### src/rtl/cluster_width_pipe.sv
`default_nettype none
// ==========================================================================
// cluster_width_pipe: 3-stage luma-dependent Cb/Cr cluster width, fixed-point
// Revision: 1.0
// ==========================================================================
module cluster_width_pipe #(
  parameter int FRAC_BITS = 8,
  parameter int INT_BITS  = 8,
  parameter int TAG_W     = 16,
  parameter int ZERO_MID  = 0
) (
  input  logic                          clk,
  input  logic                          rst_n,
  input  logic                          in_valid,
  output logic                          in_ready,
  input  logic [7:0]                    in_y,
  input  logic                          in_chan,
  input  logic [TAG_W-1:0]              in_tag,
  output logic                          out_valid,
  input  logic                          out_ready,
  output logic [INT_BITS+FRAC_BITS-1:0] out_width,
  output logic [1:0]                    out_region,
  output logic                          out_sat,
  output logic [TAG_W-1:0]              out_tag
);

  localparam int OUT_W  = INT_BITS + FRAC_BITS;
  localparam int PROD_W = 8 + FRAC_BITS;
  localparam int SUM_W  = ((OUT_W > PROD_W) ? OUT_W : PROD_W) + 1;

  localparam logic [1:0] c_reg_low  = 2'b00;
  localparam logic [1:0] c_reg_mid  = 2'b01;
  localparam logic [1:0] c_reg_high = 2'b10;

  localparam int c_y_min_i = 16;
  localparam int c_y_max_i = 235;
  localparam int c_k_l_i   = 125;
  localparam int c_k_h_i   = 188;

  localparam logic [7:0] c_y_min = 8'(c_y_min_i);
  localparam logic [7:0] c_y_max = 8'(c_y_max_i);
  localparam logic [7:0] c_k_l   = 8'(c_k_l_i);
  localparam logic [7:0] c_k_h   = 8'(c_k_h_i);

  localparam real c_cb_w_r  = 46.97;
  localparam real c_cb_wl_r = 23.0;
  localparam real c_cb_wh_r = 14.0;
  localparam real c_cr_w_r  = 38.76;
  localparam real c_cr_wl_r = 20.0;
  localparam real c_cr_wh_r = 10.0;

  function automatic real pow2(input int n);
    real s;
    s = 1.0;
    for (int i = 0; i < n; i++) s = s * 2.0;
    return s;
  endfunction

  // Round-to-nearest quantisation of a non-negative real to FRAC_BITS.
  function automatic int quant(input real v);
    return $rtoi(v * pow2(FRAC_BITS) + 0.5);
  endfunction

  localparam logic [OUT_W-1:0] c_cb_w  = OUT_W'(quant(c_cb_w_r));
  localparam logic [OUT_W-1:0] c_cb_wl = OUT_W'(quant(c_cb_wl_r));
  localparam logic [OUT_W-1:0] c_cb_wh = OUT_W'(quant(c_cb_wh_r));
  localparam logic [OUT_W-1:0] c_cr_w  = OUT_W'(quant(c_cr_w_r));
  localparam logic [OUT_W-1:0] c_cr_wl = OUT_W'(quant(c_cr_wl_r));
  localparam logic [OUT_W-1:0] c_cr_wh = OUT_W'(quant(c_cr_wh_r));

  // Slopes come from the exact widths, not the quantised ones.
  localparam logic [FRAC_BITS-1:0] c_cb_sl =
    FRAC_BITS'(quant((c_cb_w_r - c_cb_wl_r) / real'(c_k_l_i - c_y_min_i)));
  localparam logic [FRAC_BITS-1:0] c_cb_sh =
    FRAC_BITS'(quant((c_cb_w_r - c_cb_wh_r) / real'(c_y_max_i - c_k_h_i)));
  localparam logic [FRAC_BITS-1:0] c_cr_sl =
    FRAC_BITS'(quant((c_cr_w_r - c_cr_wl_r) / real'(c_k_l_i - c_y_min_i)));
  localparam logic [FRAC_BITS-1:0] c_cr_sh =
    FRAC_BITS'(quant((c_cr_w_r - c_cr_wh_r) / real'(c_y_max_i - c_k_h_i)));

  logic                 w_adv;
  logic [1:0]           w_region;
  logic [7:0]           w_dy;
  logic [OUT_W-1:0]     w_base;
  logic [OUT_W-1:0]     w_mid_w;
  logic [FRAC_BITS-1:0] w_slope;
  logic [PROD_W-1:0]    w_prod;
  logic [SUM_W-1:0]     w_sum;
  logic                 w_sat;
  logic [OUT_W-1:0]     w_width;

  logic                 r1_valid;
  logic [1:0]           r1_region;
  logic [7:0]           r1_dy;
  logic [OUT_W-1:0]     r1_base;
  logic [FRAC_BITS-1:0] r1_slope;
  logic [TAG_W-1:0]     r1_tag;

  logic                 r2_valid;
  logic [1:0]           r2_region;
  logic [OUT_W-1:0]     r2_base;
  logic [PROD_W-1:0]    r2_prod;
  logic [TAG_W-1:0]     r2_tag;

  // One global enable: every stage moves together, so bubbles stay in place.
  assign w_adv    = !out_valid || out_ready;
  assign in_ready = w_adv;

  generate
    if (ZERO_MID != 0) begin : g_zero_mid
      assign w_mid_w = '0;
    end else begin : g_nominal_mid
      assign w_mid_w = in_chan ? c_cr_w : c_cb_w;
    end
  endgenerate

  // Mid region rides through the same datapath with a zero slope.
  always_comb begin
    w_region = c_reg_mid;
    w_dy     = 8'd0;
    w_base   = w_mid_w;
    w_slope  = '0;
    if (in_y <= c_k_l) begin
      w_region = c_reg_low;
      w_dy     = (in_y > c_y_min) ? (in_y - c_y_min) : 8'd0;
      w_base   = in_chan ? c_cr_wl : c_cb_wl;
      w_slope  = in_chan ? c_cr_sl : c_cb_sl;
    end else if (in_y >= c_k_h) begin
      w_region = c_reg_high;
      w_dy     = (in_y < c_y_max) ? (c_y_max - in_y) : 8'd0;
      w_base   = in_chan ? c_cr_wh : c_cb_wh;
      w_slope  = in_chan ? c_cr_sh : c_cb_sh;
    end
  end

  assign w_prod  = PROD_W'(r1_dy) * PROD_W'(r1_slope);

  assign w_sum   = SUM_W'(r2_base) + SUM_W'(r2_prod);
  assign w_sat   = |w_sum[SUM_W-1:OUT_W];
  assign w_width = w_sat ? {OUT_W{1'b1}} : w_sum[OUT_W-1:0];

  always_ff @(posedge clk) begin
    if (!rst_n) begin
      r1_valid   <= 1'b0;
      r1_region  <= '0;
      r1_dy      <= '0;
      r1_base    <= '0;
      r1_slope   <= '0;
      r1_tag     <= '0;
      r2_valid   <= 1'b0;
      r2_region  <= '0;
      r2_base    <= '0;
      r2_prod    <= '0;
      r2_tag     <= '0;
      out_valid  <= 1'b0;
      out_width  <= '0;
      out_region <= '0;
      out_sat    <= 1'b0;
      out_tag    <= '0;
    end else if (w_adv) begin
      r1_valid   <= in_valid;
      r1_region  <= w_region;
      r1_dy      <= w_dy;
      r1_base    <= w_base;
      r1_slope   <= w_slope;
      r1_tag     <= in_tag;

      r2_valid   <= r1_valid;
      r2_region  <= r1_region;
      r2_base    <= r1_base;
      r2_prod    <= w_prod;
      r2_tag     <= r1_tag;

      out_valid  <= r2_valid;
      out_width  <= w_width;
      out_region <= r2_region;
      out_sat    <= w_sat;
      out_tag    <= r2_tag;
    end
  end

endmodule
`default_nettype wire

### config.mk
export PLATFORM = sky130hd
export DESIGN_NAME = cluster_width_pipe
export DESIGN_NICKNAME = d
export VERILOG_FILES = /design/src/rtl/cluster_width_pipe.sv
export SDC_FILE = /design/constraint.sdc
export NUM_CORES = 1
export LEC_CHECK = 0
export CAP_MARGIN = 20
export CORE_MARGIN = 2
export CORE_UTILIZATION = 55
export DETAILED_ROUTE_END_ITERATION = 8
export GPL_TIMING_DRIVEN = 0
export PLACE_DENSITY = 0.74
export RECOVER_POWER = 50
export SLEW_MARGIN = 20
export SYNTH_ARGS = -nofsm -noshare
export SYNTH_HDL_FRONTEND = slang
export SYNTH_SLANG_ARGS = --single-unit
### constraint.sdc
create_clock -name clk -period 8.89 [get_ports clk]
set_clock_uncertainty 0.05 [all_clocks]
set_input_delay 0.889 -clock clk [delete_from_list [all_inputs] [get_ports clk]]
set_output_delay 0.889 -clock clk [all_outputs]
set_load 0.01 [all_outputs]
; ---- Word level (Yosys, flattened, before mapping)
; Cells that the tools add are included.
[word_totals]
register_bits = 138
elab_cells = 42
out_inout_bits = 37
input_bits = 29
[op_classes]
order_cmp = 4
add_sub_neg = 3
n_mul = 1
mux = 16
reduce_logical = 2
[op_table]
columns = cell, count
row1 = two-way mux 8 bit, 6
row2 = two-way mux 14 bit, 2
row3 = adder 16 x 16 -> 17 bit, 1
row4 = multiplier 8 x 8 -> 16 bit, 1
row5 = two-way mux 16 bit, 1
row6 = two-way mux 12 bit, 1
row7 = two-way mux 11 bit, 1
row8 = two-way mux 10 bit, 1
row9 = ">= comparator 8 bit, second input constant", 1
row10 = "greater-than comparator 8 x 5 -> 1 bit, second input constant", 1
row11 = "less-or-equal comparator 8 x 7 -> 1 bit, second input constant", 1
row12 = "less-than comparator 8 bit, second input constant", 1
row13 = "subtractor 8 x 5 -> 8 bit, second input constant", 1
row14 = "subtractor 8 bit, first input constant", 1
row15 = two-way mux 6 bit, 1
row16 = two-way mux 5 bit, 1
row17 = two-way mux 2 bit, 2
row18 = logical NOT 1 bit, 1
row19 = logical OR 1 bit, 1

; ---- Depth between registers and ports, before layout
; Gate-level depths: netlist (run 1).
[depth]
word_depth = 4
ltp_mapped = 15
mapped_depth_nobuf = 15

; ---- Worst setup path after synthesis (run 1)
; No wires, ideal clock.
[synth_timing]
path_type = reg2reg
from = register r1_slope[4]
to = register r2_prod[13]
n_path_buf = 0
synth_period_minus_slack_ps = 3953
required_time_ps = 8718
setup_slack_ps = 4937
arrival_time_ps = 3781
stages_incl_launch_ff = 13
setup_time_ps = 122
cell_sequence = dfxtp_1 > nand2_1 > fa_1 > fa_1 > fa_1 > fa_1 > inv_1 > ha_1 > a2111oi_0 > o21ai_0 > a221oi_1 > xor2_1 > o21ai_0
[synth_via]
elab_chain_len = 1
[synth_rtl]
columns = item, line
row1 = start: declaration, 96  ; logic [FRAC_BITS-1:0] r1_slope;
row2 = start signal: assignment, 165  ; r1_slope <= w_slope;
row3 = multiplier 8 x 8 -> 16 bit, 136  ; assign w_prod = PROD_W'(r1_dy) * PROD_W'(r1_slope);
row4 = end signal: assignment, 171  ; r2_prod <= w_prod;
row5 = end: declaration, 102  ; logic [PROD_W-1:0] r2_prod;
; No other way between the ends.
; A chain may end at the register's enable or synchronous reset.

; ---- Final worst setup path (run 1)
; Ends and elaborated chain as after synthesis.

==> results of run 1 <==
state kept, by name, indices dropped and copies added, names as in the netlist, 2 cells and up:
register / cells
r2_tag: 16
r2_prod: 16
r2_base: 7
r1_region: 2
out_tag: 16
r2_region: 2
r1_base: 7
r1_dy: 8
out_width: 16
out_region: 2
r1_tag: 16
r1_slope: 5
per-stage QoR:
step	instance area (um^2)	hold WS (ns)
6_report	8050	0.396
5_1_grt	8050	0.416
4_1_cts	8060	0.402
3_5_place_dp	7450	0.395
3_3_place_gp	7450	0.389
2_1_floorplan	6640	0.382
power by group through the flow:
stage,combinational [W],clock [W],sequential [W]
floorplan,0.0000924,0,0.000578
global placement,0.000145,0,0.000582
detailed placement,0.000150,0,0.000583
CTS,0.000152,0.000707,0.000573
global route,0.000168,0.000733,0.000576
finish,0.000150,0.000704,0.000574
logic make-up after synthesis:
logic type                 after synthesis  share of synthesized area
DFF                                    117                      0.353
adders and majority gates               84                      0.184
AOI/OAI and AO/OA                      204                      0.191
buffers and inverters                   86                     0.0515
xor gates and xnor gates                18                     0.0238
and+or+nand+nor                        285                      0.193
muxes                                    2                    0.00302
metal layers:
metal,up-vias,GRT usage,share of wire
met5,-,0,0
met4,0,0.117,0.019
met3,32,0.0670,0.055
met2,206,0.505,0.50
met1,2873,0.353,0.43
li1,2865,-,-
layout by cell type, fill, tap and decap left out, types with 3 or more instances in the layout:
master / synthesis / final
nand2_1: 164 / 164
dfxtp_1: 117 / 117
a21oi_1: 97 / 97
ha_1: 61 / 61
inv_1: 43 / 43
and2_1: 41 / 41
clkbuf_1: 30 / 39
o21ai_0: 36 / 37
dlygate4sd3_1: 0 / 37
nor2_1: 36 / 36
clkdlybuf4s50_1: 0 / 26
fa_1: 23 / 23
clkbuf_16: 0 / 17
a211oi_1: 11 / 11
xor2_1: 10 / 10
nand3_1: 10 / 10
nor3_1: 9 / 9
o21a_1: 8 / 8
xnor2_1: 8 / 8
a21oi_2: 8 / 8
a31oi_1: 7 / 7
a21o_1: 7 / 7
buf_1: 9 / 5
a221oi_1: 4 / 4
o211ai_1: 4 / 4
a2111oi_0: 4 / 4
bufinv_16: 0 / 4
nand4_1: 3 / 3
or3_1: 3 / 3
clkinvlp_4: 0 / 3
cell type report:
class | count | area share
timing repair buffer | 63 | 0.0783
sequential | 117 | 0.291
inverter | 44 | 0.0205
clock buffer | 22 | 0.0564
tap | 147 | 0.0228
buffer | 42 | 0.0218
multi-input combinational | 593 | 0.490
clock inverter | 9 | 0.0190
final timing paths:
check | from | to | slack [ns] | cells past startpoint
min reg2reg | out_tag[13] | out_tag[13] | 0.40 | 2
min | out_tag[13] | out_tag[13] | 0.40 | 2
max | r1_slope[4] | r2_prod[13] | 4.24 | 12
max reg2reg | r1_slope[4] | r2_prod[13] | 4.24 | 12
critical path, cell delays in order (launching register included):
cell       delay, ns
dfxtp_1         0.53
nand2_1         0.15
fa_1            0.56
fa_1            0.44
fa_1            0.52
fa_1            0.56
inv_1           0.05
ha_1            0.24
a2111oi_0       0.42
o21ai_0         0.29
a221oi_1        0.34
xor2_1          0.26
o21ai_0         0.12
==> flow_metrics.tcl, run 1 <==
set metrics [dict create \
    peakVddDrop_uv 158 \
    maxSlewHeadroom 0.518 \
    ios 66 \
    fin_ws_ns 4.24 \
    clk_pin_slew_ns 0.06 \
    post-route-drc-count 0 \
    worst_pin_slew_ns 0.716 \
    area_growth_pct 21.3 \
    crit_type "reg2reg" \
    core_um2 11900 \
    swShare 0.238 \
    finalPower_w 0.00143 \
    hold_class "reg2reg" \
    syn-num-nets 909 \
    clock_latency_ns 0.41 \
    synth_area_per_cell_um2 8.34 \
    pre_cts_ws_ns 4.28 \
    async_reset_ff_frac 0 \
    leakagePower_nw 3.58 \
    pwr-share-clk 0.493 \
    cts_buffers 17 \
    start_kind "flip-flop" \
    ff_latch_area_um2 2340 \
    ctsHoldBuffers 0 \
    setup_viol 0 \
    rows 40 \
    n_fill_cell 994 \
    gp_congestion 0.919 \
    combPwrFrac 0.105 \
    cts_tree "built" \
    timing.fmax_mhz 215 \
    rsz0062_at_grt "false" \
    chipWidth_um 114 \
    grt-ovfl-total 0 \
    endpoint_kind "flip-flop" \
    finalMaxSlewViolations 0 \
    yosysWarnings 0 \
    htree_levels 4 \
    p_int_w 0.00109 \
    port_buffers 63 \
    period_share 0.523 \
    synth_seq_cells 117 \
    avgViaCountPerCell 5.76 \
    die_y_um 114 \
    hold_viol 0 \
    drt_first_iter_violations 331 \
    place_inst 1006 \
    synth.yosys.seq_area_share 0.353 \
    die_area_um2 13000 \
    nets 991 \
    min_period_ns 4.65 \
    power.net_switching_w 0.000340 \
    ys_top_cells_by_area "dfxtp_1 (35%), ha_1 (12%), nand2_1 (9.3%), a21oi_1 (7.3%), fa_1 (6.9%)" \
    fin_util 0.676 \
    yosysTopAreaCellShare 0.353 \
    first_global_vias 6223 \
    vias 5976 \
    yosysMostFrequentCell "nand2_1" \
    ys.flop_type "dfxtp_1" \
    grt_usage 0.292 \
    syn_inst 796 \
    wire_per_inst_um 16.9 \
    post-cts-setup-buffer-count 0 \
    synth_edf_count 0 \
    diodes 0 \
    drtAntennaViolNets 0 \
    multi_input_area_um2 3950 \
    wirelength_um 17600 \
    clockBufferDepth 2 \
    power_density_nw_per_um2 177 \
    fin_setup_tns_ns 0 \
    syn_area_um2 6640 \
    start_util 0.557 \
    dp_hpwl_um 12700 \
    grt_max_degree 17 \
    cp.arrival_ns 4.90 \
    cts-root-buf "clkbuf_16" \
    p_seq_frac 0.402 \
    yosys.area.top_type "dfxtp_1" \
    path_max_fanout 9 \
    grt_pass1_wl_um 29700 \
    drive_gt1_frac 0.0584 \
    fin_cells 1037 \
    clock-sinks 117 \
    cts_resized 0 \
    status "complete, no violations" \
    maxCapViolations 0 \
    synth_commonest_cells "nand2_1 (164), dfxtp_1 (117), a21oi_1 (97), ha_1 (61), inv_1 (43)" \
    cp_data_required_time_ns 9.13 \
    antenna_found_initial 0 \
    post_synth_num_cell_types 58 \
    drtPass1Iterations 5 \
]
No activity file was read; power rests on OpenSTA's default activity.
==> inputs of run 2 (changes only) <==
CORE_UTILIZATION = 52   (was 55)
clock period = 4.2 ns   (was 8.89 ns; I/O delays follow)
==> run 2 against run 1 <==
Compared with the run above: critical path depth did not move; design area grew 1.2%; non-clock buffer count increased by 2; clock power is 100% higher; maximum frequency grew 15%; global-route usage shrank 1.8 points; utilization shrank 2.5 points; flip-flop and latch count is the same; worst hold slack worse by 0.045 ns; highest routed layer unchanged; die area is 5.6% higher.
==> flow_metrics.tcl, run 2 (synthesized netlist as in run 1, its figures left out) <==
set metrics [dict create \
    drt_first_iter_violations 371 \
    area_growth_pct 22.8 \
    cts_buffers 17 \
    start_util 0.530 \
    clock_latency_ns 0.42 \
    first_global_vias 5995 \
    cts-root-buf "clkbuf_16" \
    setup_viol 0 \
    timing.fmax_mhz 247 \
    ios 66 \
    power_density_nw_per_um2 365 \
    cts_tree "built" \
    nets 993 \
    pre_cts_ws_ns -0.254 \
    gp_congestion 0.869 \
    endpoint_kind "flip-flop" \
    core_um2 12500 \
    worst_pin_slew_ns 0.678 \
    clockBufferDepth 2 \
    die_area_um2 13700 \
    maxSlewHeadroom 0.543 \
    n_fill_cell 1094 \
    clk_pin_slew_ns 0.06 \
    grt_pass1_wl_um 29000 \
    start_kind "flip-flop" \
    grt-ovfl-total 0 \
    avgViaCountPerCell 5.64 \
    hold_class "in2reg" \
    peakVddDrop_uv 377 \
    hold-worst-slack_ns 0.350 \
    grt_max_degree 17 \
    htree_levels 4 \
    diodes 0 \
    maxCapViolations 0 \
    vias 6002 \
    path_max_fanout 7 \
    drtPass1Iterations 7 \
    drtAntennaViolNets 0 \
    chipWidth_um 117 \
    post-route-drc-count 0 \
    period_share 0.965 \
    rows 41 \
    finalMaxSlewViolations 0 \
    clock-sinks 117 \
    ctsHoldBuffers 0 \
    cp.arrival_ns 4.30 \
    status "complete, no violations" \
    leakagePower_nw 3.60 \
    fin_ws_ns 0.147 \
    grt_usage 0.274 \
    final_common_cell "nand2_1" \
    wirelength_um 17800 \
    drive_gt1_frac 0.0873 \
    min_period_ns 4.05 \
    port_buffers 63 \
    dp_hpwl_um 13000 \
    die_y_um 117 \
    wire_per_inst_um 16.7 \
    fin_util 0.651 \
    cp_data_required_time_ns 4.44 \
    crit_type "reg2reg" \
    hold_viol 0 \
    antenna_found_initial 0 \
    final_cell_mix "nand2_1 (164), dfxtp_1 (107), a21oi_1 (95)" \
]
[run 2: cell types whose count changed in the layout (fill, tap and decap cells not counted), sizes merged]
cell / delta
bufinv: -2
clkinv: +4
clkbuf: -5
inv: +3
buf: +3
[run 2: final cells by class]
type / count / area, um^2 / area share
plain buffers: 42 / 175 / 0.0215
multi-input cells: 593 / 4000 / 0.490
flip-flops and latches: 117 / 2360 / 0.290
clock inverters: 14 / 150 / 0.0184
well taps: 172 / 215 / 0.0264
inverters: 44 / 165 / 0.0203
repair buffers: 65 / 646 / 0.0792
clock buffers: 18 / 439 / 0.0539
[run 2: worst max-delay path, stage by stage (launching register included)]
cell	delay [ns]
dfxtp_2	0.39
nand2_1	0.09
fa_1	0.56
fa_1	0.44
fa_1	0.50
fa_1	0.55
inv_1	0.05
ha_2	0.30
o211ai_1	0.30
a21oi_2	0.13
a221oi_2	0.26
xor2_1	0.19
o21ai_0	0.12
[run 2: metal layers]
layer / GRT usage / wire length [um] / vias up
li1: - / - / 2887
met1: 0.345 / 7920 / 2893
met2: 0.472 / 8620 / 178
met3: 0.0505 / 833 / 44
met4: 0.102 / 414 / 0
met5: 0 / 0 / -
[run 2: stage by stage]
stage | total power [W] | instance area (um^2) | setup TNS [ns] | cells
after floorplan | 0.00142 | 6640 | 0 | 796
after global placement | 0.00154 | 7480 | -0.411 | 1031
after detailed placement | 0.00155 | 7480 | -0.600 | 1031
after CTS | 0.00298 | 8090 | 0 | 1063
after global routing | 0.00307 | 8150 | -0.0334 | 1065
final | 0.00297 | 8150 | 0 | 1065
[run 2: what timing repair did]
item,in CTS,in global routing
buffers inserted,0,2
setup endpoints to repair,5,6
hold endpoints to repair,0,0
gates resized for setup,13,14
pin swaps,1,6
[run 2: final timing paths]
check                           slack [ns]     endpoint        start  depth (start not counted)
worst max register to register        0.15  r2_prod[13]     r1_dy[4]                         12
worst max-delay path                  0.15  r2_prod[13]     r1_dy[4]                         12
worst min register to register        0.40  out_tag[13]  out_tag[13]                          2
worst min-delay path                  0.35     r1_dy[7]      in_y[6]                          3
[run 2: power by group]
group	switching [W]	internal (W)
Sequential	0.0000465	0.00117
Clock	0.000547	0.000891
Combinational	0.000184	0.000137
Total	0.000778	0.00219
==> inputs of run 3 (changes only) <==
ABC_AREA = 1   (was not set)
CORE_UTILIZATION = 53   (was 52)
==> run 3 against run 2 <==
Compared with the run above: utilization rose by 0.71 points; sequential share of layout area fell by 2.2 points; via count rose by 10%; critical endpoint is now r2_prod[9]; largest cell class unchanged.
==> flow_metrics.tcl, run 3 <==
set metrics [dict create \
    status "complete, no violations" \
    die_y_um 121 \
    maxCapViolations 0 \
    ios 66 \
    min_period_ns 3.96 \
    period_share 0.943 \
    n_fill_cell 1230 \
    maxSlewHeadroom 0.527 \
    clock-sinks 117 \
    path_delay_family "adder cells" \
    grt_pass1_wl_um 29700 \
    cp_num_buf_inv 4 \
    cts-root-buf "clkbuf_16" \
    synth.yosys.seq_area_share 0.322 \
    cp_cell_sequence "nand2_1 -> fa_1 -> inv_1 -> ha_1 -> inv_1 -> fa_1 -> fa_1 -> inv_1 -> ha_1 -> nand2_1 -> nand3_1 -> a21oi_1 -> xor2_1 -> nand2_1 -> nand2_1 -> inv_1" \
    path_max_fanout 7 \
    setup.worst_path.end "r2_prod[9]" \
    gp_congestion 0.890 \
    port_buffers 64 \
    vias 6607 \
    cp_slowest_stage_delay_ns 0.56 \
    ys.flop_type "dfxtp_1" \
    drive_gt1_frac 0.0553 \
    synth_area_per_cell_um2 6.94 \
    place_area_um2 8130 \
    leakagePower_nw 5.00 \
    hold_viol 0 \
    drt_first_iter_violations 429 \
    chipWidth_um 121 \
    syn-num-nets 1161 \
    rsz0062_at_grt "false" \
    grt-ovfl-total 0 \
    synth_edf_count 0 \
    dp_hpwl_um 13400 \
    reg2reg_depth 16 \
    cp_data_required_time_ns 4.47 \
    diodes 0 \
    wirelength_um 17900 \
    synth_seq_cells 117 \
    async_reset_ff_frac 0 \
    antenna_found_initial 0 \
    final_common_cell "nand2_1" \
    endpoint_kind "flip-flop" \
    rr_endpoint "r2_prod[9]" \
    grt_usage 0.259 \
    timing.fmax_mhz 253 \
    syn_area_um2 7270 \
    start_util 0.547 \
    final_area_um2 8750 \
    hold_class "reg2reg" \
    drtAntennaViolNets 0 \
    slowest_stage "fa_1" \
    synth_commonest_cells "nand2_1 (200), inv_1 (191), nor2_1 (168), dfxtp_1 (117), o21ai_0 (112)" \
    drtPass1Iterations 7 \
    yosysWarnings 0 \
    peakVddDrop_uv 262 \
    fin_util 0.658 \
    ys_top_cells_by_area "dfxtp_1 (32%), ha_1 (10%), nand2_1 (10%), inv_1 (9.9%), nor2_1 (8.7%)" \
    setup_viol 0 \
    grt_max_degree 17 \
    fin_setup_tns_ns 0 \
    finalMaxSlewViolations 0 \
    die_area_um2 14700 \
    cts_tree "built" \
    core_um2 13300 \
    start_kind "flip-flop" \
    startpoint "r1_dy[1]" \
    htree_levels 4 \
    nets 1239 \
    final_cell_mix "nand2_1 (200), inv_1 (191), nor2_1 (169)" \
    yosysMostFrequentCell "nand2_1" \
    area_growth_pct 20.4 \
    post_synth_num_cell_types 37 \
    syn_inst 1048 \
    wire_per_inst_um 13.6 \
    worst_pin_slew_ns 0.706 \
    rrSetupSlack_ns 0.24 \
    r2r-start "r1_dy[1]" \
    clockBufferDepth 2 \
    avgViaCountPerCell 5.02 \
    clk_pin_slew_ns 0.06 \
    cp.arrival_ns 4.23 \
    post-route-drc-count 0 \
    clock_latency_ns 0.43 \
    ctsHoldBuffers 0 \
    first_global_vias 6188 \
    post-cts-setup-buffer-count 0 \
    crit_type "reg2reg" \
    power_density_nw_per_um2 365 \
    yosysTopAreaCellShare 0.322 \
    yosys.area.top_type "dfxtp_1" \
    rows 42 \
    cts_buffers 17 \
    crit_cells 16 \
]
==> run 3: cells by family after synthesis <==
logic type	count (synthesis)	synth area share
simple gates	429	0.239
buf+inv	235	0.124
compound gates	169	0.129
flops	117	0.322
fa+ha+maj	84	0.168
xor+xnor	14	0.0169
==> run 3: cell type report <==
cell class                 count  area (um^2)  area share
sequential                   117         2350       0.269
multi-input combinational    696         4020       0.459
clock inverter                13          194      0.0222
clock buffer                  19          453      0.0517
tap                          176          220      0.0252
timing repair buffer          64          641      0.0732
buffer                        36          148      0.0169
inverter                     194          728      0.0832
==> run 3: metrics by stage <==
step                      total power (W)  setup WS (ns)  hold WS [ns]  instances
final                             0.00320          0.240         0.415       1315
after global routing              0.00333        0.00216         0.438       1315
after CTS                         0.00322         0.0453         0.412       1319
after detailed placement          0.00165        -0.0283         0.403       1288
after global placement            0.00164         0.0281         0.401       1288
after floorplan                   0.00149          0.401         0.391       1048
==> run 3: where the power goes <==
| part | internal, W | leakage, nW | switching (W) |
|---|---|---|---|
| clock | 0.00103 | 0.315 | 0.000542 |
| sequential | 0.00118 | 0.964 | 0.0000581 |
| combinational | 0.000162 | 3.73 | 0.000221 |
==> run 3: per-layer routing <==
| layer | global-route usage | routed length, um | share of wire |
|---|---|---|---|
| met1 | 0.340 | 8180 | 0.46 |
| met2 | 0.426 | 8420 | 0.47 |
| met3 | 0.0550 | 1050 | 0.059 |
| met4 | 0.0812 | 291 | 0.016 |
| met5 | 0 | 0 | 0 |
==> run 3: worst min path at each step <==
stage,from,endpoint,slack [ns],depth (start not counted)
5_1_grt,r1_base[1],r1_base[1],0.44,2
6_report,r1_region[0],r1_region[0],0.41,2
2_1_floorplan,r1_base[1],r1_base[1],0.39,2
4_1_cts,r1_region[0],r1_region[0],0.41,2
3_5_place_dp,r1_region[0],r1_region[0],0.40,2
3_3_place_gp,r1_base[5],r1_base[5],0.40,2
==> run 3: what timing repair did <==
item                                   in CTS  in global routing
setup endpoints to repair                   3                  8
endpoints found under the hold margin       0                  0
gates resized for setup                     0                  7
==> run 3: worst reg2reg max path, cell delays in order (launching register included) <==
cell and delay, ns:
dfxtp_1 0.55, nand2_1 0.15, fa_1 0.56, inv_1 0.05, ha_1 0.19, inv_1 0.07, fa_1 0.44, fa_1 0.55
inv_1 0.05, ha_1 0.37, nand2_1 0.11, nand3_1 0.17, a21oi_1 0.20, xor2_1 0.17, nand2_1 0.08, nand2_1 0.07
inv_1 0.03
==> patch 1, RTL diff (settings of run 2) <==
The parameter `FRAC_BITS` goes from 8 to 12.
--- a/src/rtl/cluster_width_pipe.sv
+++ b/src/rtl/cluster_width_pipe.sv
@@ -5,5 +5,5 @@
 // ==========================================================================
 module cluster_width_pipe #(
-  parameter int FRAC_BITS = 8,
+  parameter int FRAC_BITS = 12,
   parameter int INT_BITS  = 8,
   parameter int TAG_W     = 16,
Ports: changed (resized out_width); port bits go from 66 to 70. No check against the original RTL was run, so the function may have changed too.
==> patch 1 against run 2 <==
- the flow now finishes with violations (negative setup slack)
- final area grew 24%
- first-iteration DRC count increased by 22%
- sequential power is 8% higher
- utilization up 1.5 points
- routed wire length increased by 19%
- sequential cell count up 9
- worst setup slack worse by 0.49 ns
- power rose by 9.0%
- fmax shrank 11%
- count of clock-buffer cells in the layout increased by 2
- die area increased by 21%
- synthesized area increased by 22%
- largest cell class unchanged
==> patch 1: results (changes against run 2) <==
| Metric | Value |
|---|---|
| Top cells by count, synth | `nand2_1, dfxtp_1, a21oi_1` |
| Outcome | `finished with violations` |
| Hold Path Class | `flip-flop to flip-flop` |
| RR Endpoint | `r2_prod[11]` |
| PnR worst setup slack | `-0.339 ns (-0.485 ns)` |
| Fin nets | `1,240 (+25%)` |
| Worst-Margin Slew | `0.664 ns (-0.0140 ns)` |
| Max FO, Critical Path | `8 (+1)` |
| DRT Wirelength | `21,200 um (+19%)` |
| Synth Area in XOR/XNOR | `2.60% (+0.22 points)` |
| VDD IR-drop max | `0.000370 V (-1.8%)` |
| Hold EP | `out_region[1]` |
| Vias in the first global route | `7,081 (+18%)` |
| Sequential area share after synthesis | `31.2% (-4.1 points)` |
| Total Routing Usage GR | `26.7% (-0.76 points)` |
| Detailed Routing Iterations Pass 1 | `6 (-1)` |
| Post-Synth Adder-Cell Area | `23.5% (+5.0 points)` |
| First-pass GRT wire length | `34,500 um (+19%)` |
| Syn nets | `1,131 (+24%)` |
| Final setup violation count | `10 (+10)` |
| Top post-synthesis cells by area | `dfxtp_1, fa_1, ha_1` |
| Compound-Gate Fraction of Synth Area | `18.0% (-1.1 points)` |
| GP Congestion | `0.901 (+3.7%)` |
| Failing checks | `negative setup slack` |
| Reg-to-Reg Start | `r1_slope[2]` |
| Post-synthesis mux area share | `0.124% (-0.18 points)` |
| Lkg Pwr | `4.60 nW (+28%)` |
| Drt first-iter violations | `453 (+22%)` |
| Post-DP HPWL | `15,500 um (+19%)` |
-- patch 1: cell count changes in the layout (fill, tap and decap cells not counted), sizes merged, moves of 8 or more --
cell	change
inv	+63
a21oi	+15
dfxtp	+9
buf	+25
o21ai	+8
fa	+30
nand2	+18
-- patch 1: logic make-up (layout without fill, tap and decap cells) --
| family | count (synthesis) | in the layout |
|---|---|---|
| xor gates and xnor gates | 24 | 24 |
| muxes | 1 | 1 |
| and+or+nand+nor | 314 | 314 |
| DFF | 126 | 126 |
| buffers and inverters | 156 | 276 |
| adders and majority gates | 120 | 120 |
| AOI/OAI and AO/OA | 241 | 241 |
-- patch 1: worst reg2reg max path, stage by stage (launching register included) --
cell and delay, ns:
dfxtp_2 0.34, clkbuf_8 0.15, nand2_1 0.07, fa_1 0.52, fa_1 0.54, inv_1 0.05
fa_1 0.47, inv_1 0.05, fa_1 0.54, inv_2 0.05, ha_4 0.26, o21a_1 0.13
o31a_1 0.26, o21a_1 0.18, o21a_1 0.20, o21ai_2 0.10, nor3b_2 0.16, a311o_1 0.30
-- patch 1: area by class of cell --
type	instances	area (um^2)
buffer	47	213
sequential	126	2550
multi-input combinational	700	5280
timing repair buffer	90	848
fill	1235	5080
tap	188	235
clock inverter	10	138
clock buffer	20	457
inverter	109	409
-- patch 1: timing repair --
| item | in CTS | in global routing |
|---|---|---|
| setup endpoints to repair | 11 | 11 |
| setup buffers | 17 | 8 |
| pin swaps | 40 | 32 |
| gates resized for setup | 41 | 27 |
-- patch 1: per-stage QoR --
stage,hold WS [ns],cell area [um^2],TNS (ns),worst slack [ns]
after detailed placement,0.392,9150,-3.53,-0.494
after CTS,0.402,9990,-1.25,-0.227
after floorplan,0.382,8250,0,0.00461
final,0.395,10100,-2.00,-0.339
after global routing,0.419,10100,-3.44,-0.452
after global placement,0.389,9150,-2.82,-0.447
-- patch 1: power breakdown --
part	leakage (nW)	internal, mW	switching (mW)	total (mW)
Clock	0.289	0.958	0.546	1.50
Sequential	1.04	1.26	0.0540	1.31
Combinational	3.28	0.193	0.233	0.425
-- patch 1: how the worst max path moves through the flow --
stage	startpoint	to	slack [ns]
finish	r1_slope[2]	r2_prod[11]	-0.34
global route	r1_dy[2]	r2_prod[11]	-0.45
detailed placement	r1_slope[3]	r2_prod[18]	-0.49
CTS	r1_slope[5]	r2_prod[18]	-0.23
global placement	r1_slope[3]	r2_prod[18]	-0.45
floorplan	r1_slope[5]	r2_prod[19]	0.005
-- patch 1: metal layers --
layer,GRT usage [%],up-vias,share of wire (%)
li1,-,3471,-
met1,35.2,3469,44
met2,44.4,220,48
met3,5.45,35,5.9
met4,7.80,0,1.8
met5,0,-,0
==> patch 2, RTL diff (settings of run 2) <==
Without the edit above. Make the reset (`rst_n`) asynchronous in one clocked block.
--- a/src/rtl/cluster_width_pipe.sv
+++ b/src/rtl/cluster_width_pipe.sv
@@ -140,5 +140,5 @@
   assign w_width = w_sat ? {OUT_W{1'b1}} : w_sum[OUT_W-1:0];
 
-  always_ff @(posedge clk) begin
+  always_ff @(posedge clk or negedge rst_n) begin
     if (!rst_n) begin
       r1_valid   <= 1'b0;
Function: differs if rst_n is asserted again (counterexample within 4 cycles, from zero or initial values and one cycle with rst_n low); with rst_n held inactive, the same outputs for 4 cycles.
==> patch 2 against run 2 <==
- the flow now finishes with violations (max-capacitance violations, max-slew violations)
- synthesized cell count down 3.6%
- worst setup slack lost 0.067 ns
- routed wire length shrank 9.9%
- final area rose by 4.2%
- sequential cell count is the same
- synthesized area is 3.8% higher
- critical path type unchanged
Power is not compared: it rests on default switching activity, and its combinational part moved more than twofold at a synthesized area within 25%.
==> patch 2: results (changes against run 2) <==
| Metric | Value |
|---|---|
| Avg Inst Size Synth | `8.98 um^2 (+7.7%)` |
| Fillers | `1,045 (-4.5%)` |
| Tapcell Cnt | `176 (+2.3%)` |
| Total Routing Usage GR | `23.9% (-3.6 points)` |
| Placed Cells | `1,007 (-2.3%)` |
| Fraction of layout cells with a size suffix above 1 | `7.98% (-0.75 points)` |
| Syn nets | `880 (-3.2%)` |
| Met1 WL | `6980 um (-12%)` |
| Fin Hold WS | `0.385 ns (+0.0346 ns)` |
| Largest stage delay, worst path | `0.50 ns (-0.06 ns)` |
| Worst slack at placement | `-0.153 ns (+0.102 ns)` |
| Top cells by count, synth | `nand2_1, dfrtp_1, ha_1` |
| Non-clock buffering overhead | `10.1% (about the same)` |
| Multi-input gate area | `3750 um^2 (-6.1%)` |
| Primary FF master, synth | `dfrtp_1` |
| Inverter count | `46 (+4.5%)` |
| DR WL/cell | `15.2 um (-8.8%)` |
| Clk cell area share | `6.50% (-0.73 points)` |
| Clk slew on worst S/H paths | `around 0.05 ns` |
| Detailed Routing Iterations Pass 1 | `5 (-2)` |
| CLK BUF | `22 (+4)` |
| First-pass GRT wire length | `26,900 um (-7.2%)` |
| Failing checks | `max-capacitance violations, max-slew violations` |
| Crit path DAT | `4.33 ns (+0.03 ns)` |
| Post-DP HPWL | `11,600 um (-10%)` |
| Met3 wire length | `725 um (-13%)` |
| Fin nets | `979 (-1.4%)` |
| Vias | `5,657 (-5.7%)` |
| Largest net degree at the start of global routing | `76 (+59)` |
| Final Max Tran Viols | `44 (+44)` |
| Reg2reg setup slack | `0.08 ns (-0.07 ns)` |
| DRT Wirelength | `16,000 um (-9.9%)` |
| Met2 Wirelength | `8060 um (-6.4%)` |
| Crit path to | `r2_prod[14]` |
| Number of distinct library cells after synthesis | `46 (-21%)` |
| Seq area share | `34.6% (+5.6 points)` |
| GP Congestion | `0.887 (+2.1%)` |
| HP Start | `in_chan` |
| Fraction of registers with async set/reset | `100% (+100 points)` |
| Outcome | `finished with violations` |
| Worst reg-to-reg path cell count | `14 (+2)` |
| Vias in the first global route | `5,724 (-4.5%)` |
| Crit path launch | `r1_slope[4]` |
| Max_cap viols | `1 (+1)` |
| Worst-Margin Slew | `2.23 ns (+1.55 ns)` |
| Max frequency | `243 MHz (-1.6%)` |
| Area delta synth->final | `23.3%` |
| Placed Area | `7770 um^2 (+3.8%)` |
[patch 2: cell types whose count changed in the layout (fill, tap and decap cells not counted), moves of 7 or more]
cell / before / now
a21oi_1: 95 / 31
a21oi_2: 10 / 2
buf_4: 2 / 14
clkbuf_1: 34 / 21
clkdlybuf4s50_1: 26 / 45
dfrtp_1: 0 / 107
dfrtp_2: 0 / 10
dfxtp_1: 107 / 0
dlygate4sd3_1: 37 / 18
nand2_1: 164 / 235
nor3_1: 9 / 2
[patch 2: where the power goes]
group / switching, mW / leakage [nW] / internal (mW)
logic: 1.60 / 2.55 / 1.36
clock network: 0.483 / 0.268 / 0.850
registers: 0.290 / 1.42 / 1.54
total: 2.37 / 4.23 / 3.75
[patch 2: cell families after synthesis]
family | after synthesis | synth area share [%]
xor+xnor | 19 | 2.42
fa+ha+maj | 84 | 17.8
flops | 117 | 42.5
compound gates | 120 | 10.8
mux | 4 | 0.600
buf+inv | 73 | 4.00
simple gates | 350 | 21.9
[patch 2: worst reg2reg max path: stages (launching register included)]
cell	delay, ns
dfrtp_2	0.46
buf_4	0.16
and2_1	0.16
fa_1	0.43
ha_1	0.32
ha_1	0.32
fa_1	0.50
fa_1	0.48
a21o_1	0.19
a21oi_2	0.21
buf_4	0.14
o211ai_1	0.09
a31oi_1	0.23
xnor2_1	0.15
o21ai_0	0.09
[patch 2: what timing repair did]
item                                   in CTS  in global routing
setup buffers                               0                 15
pin swaps                                   2                  9
gates resized for setup                     9                 12
setup endpoints to repair                   5                  7
hold buffers                                1                  0
endpoints found under the hold margin      42                  0
[patch 2: metal layers]
metal	up-vias	GRT usage (%)
li1	2724	-
met1	2781	29.6
met2	125	40.9
met3	27	5.41
met4	0	8.78
met5	-	0
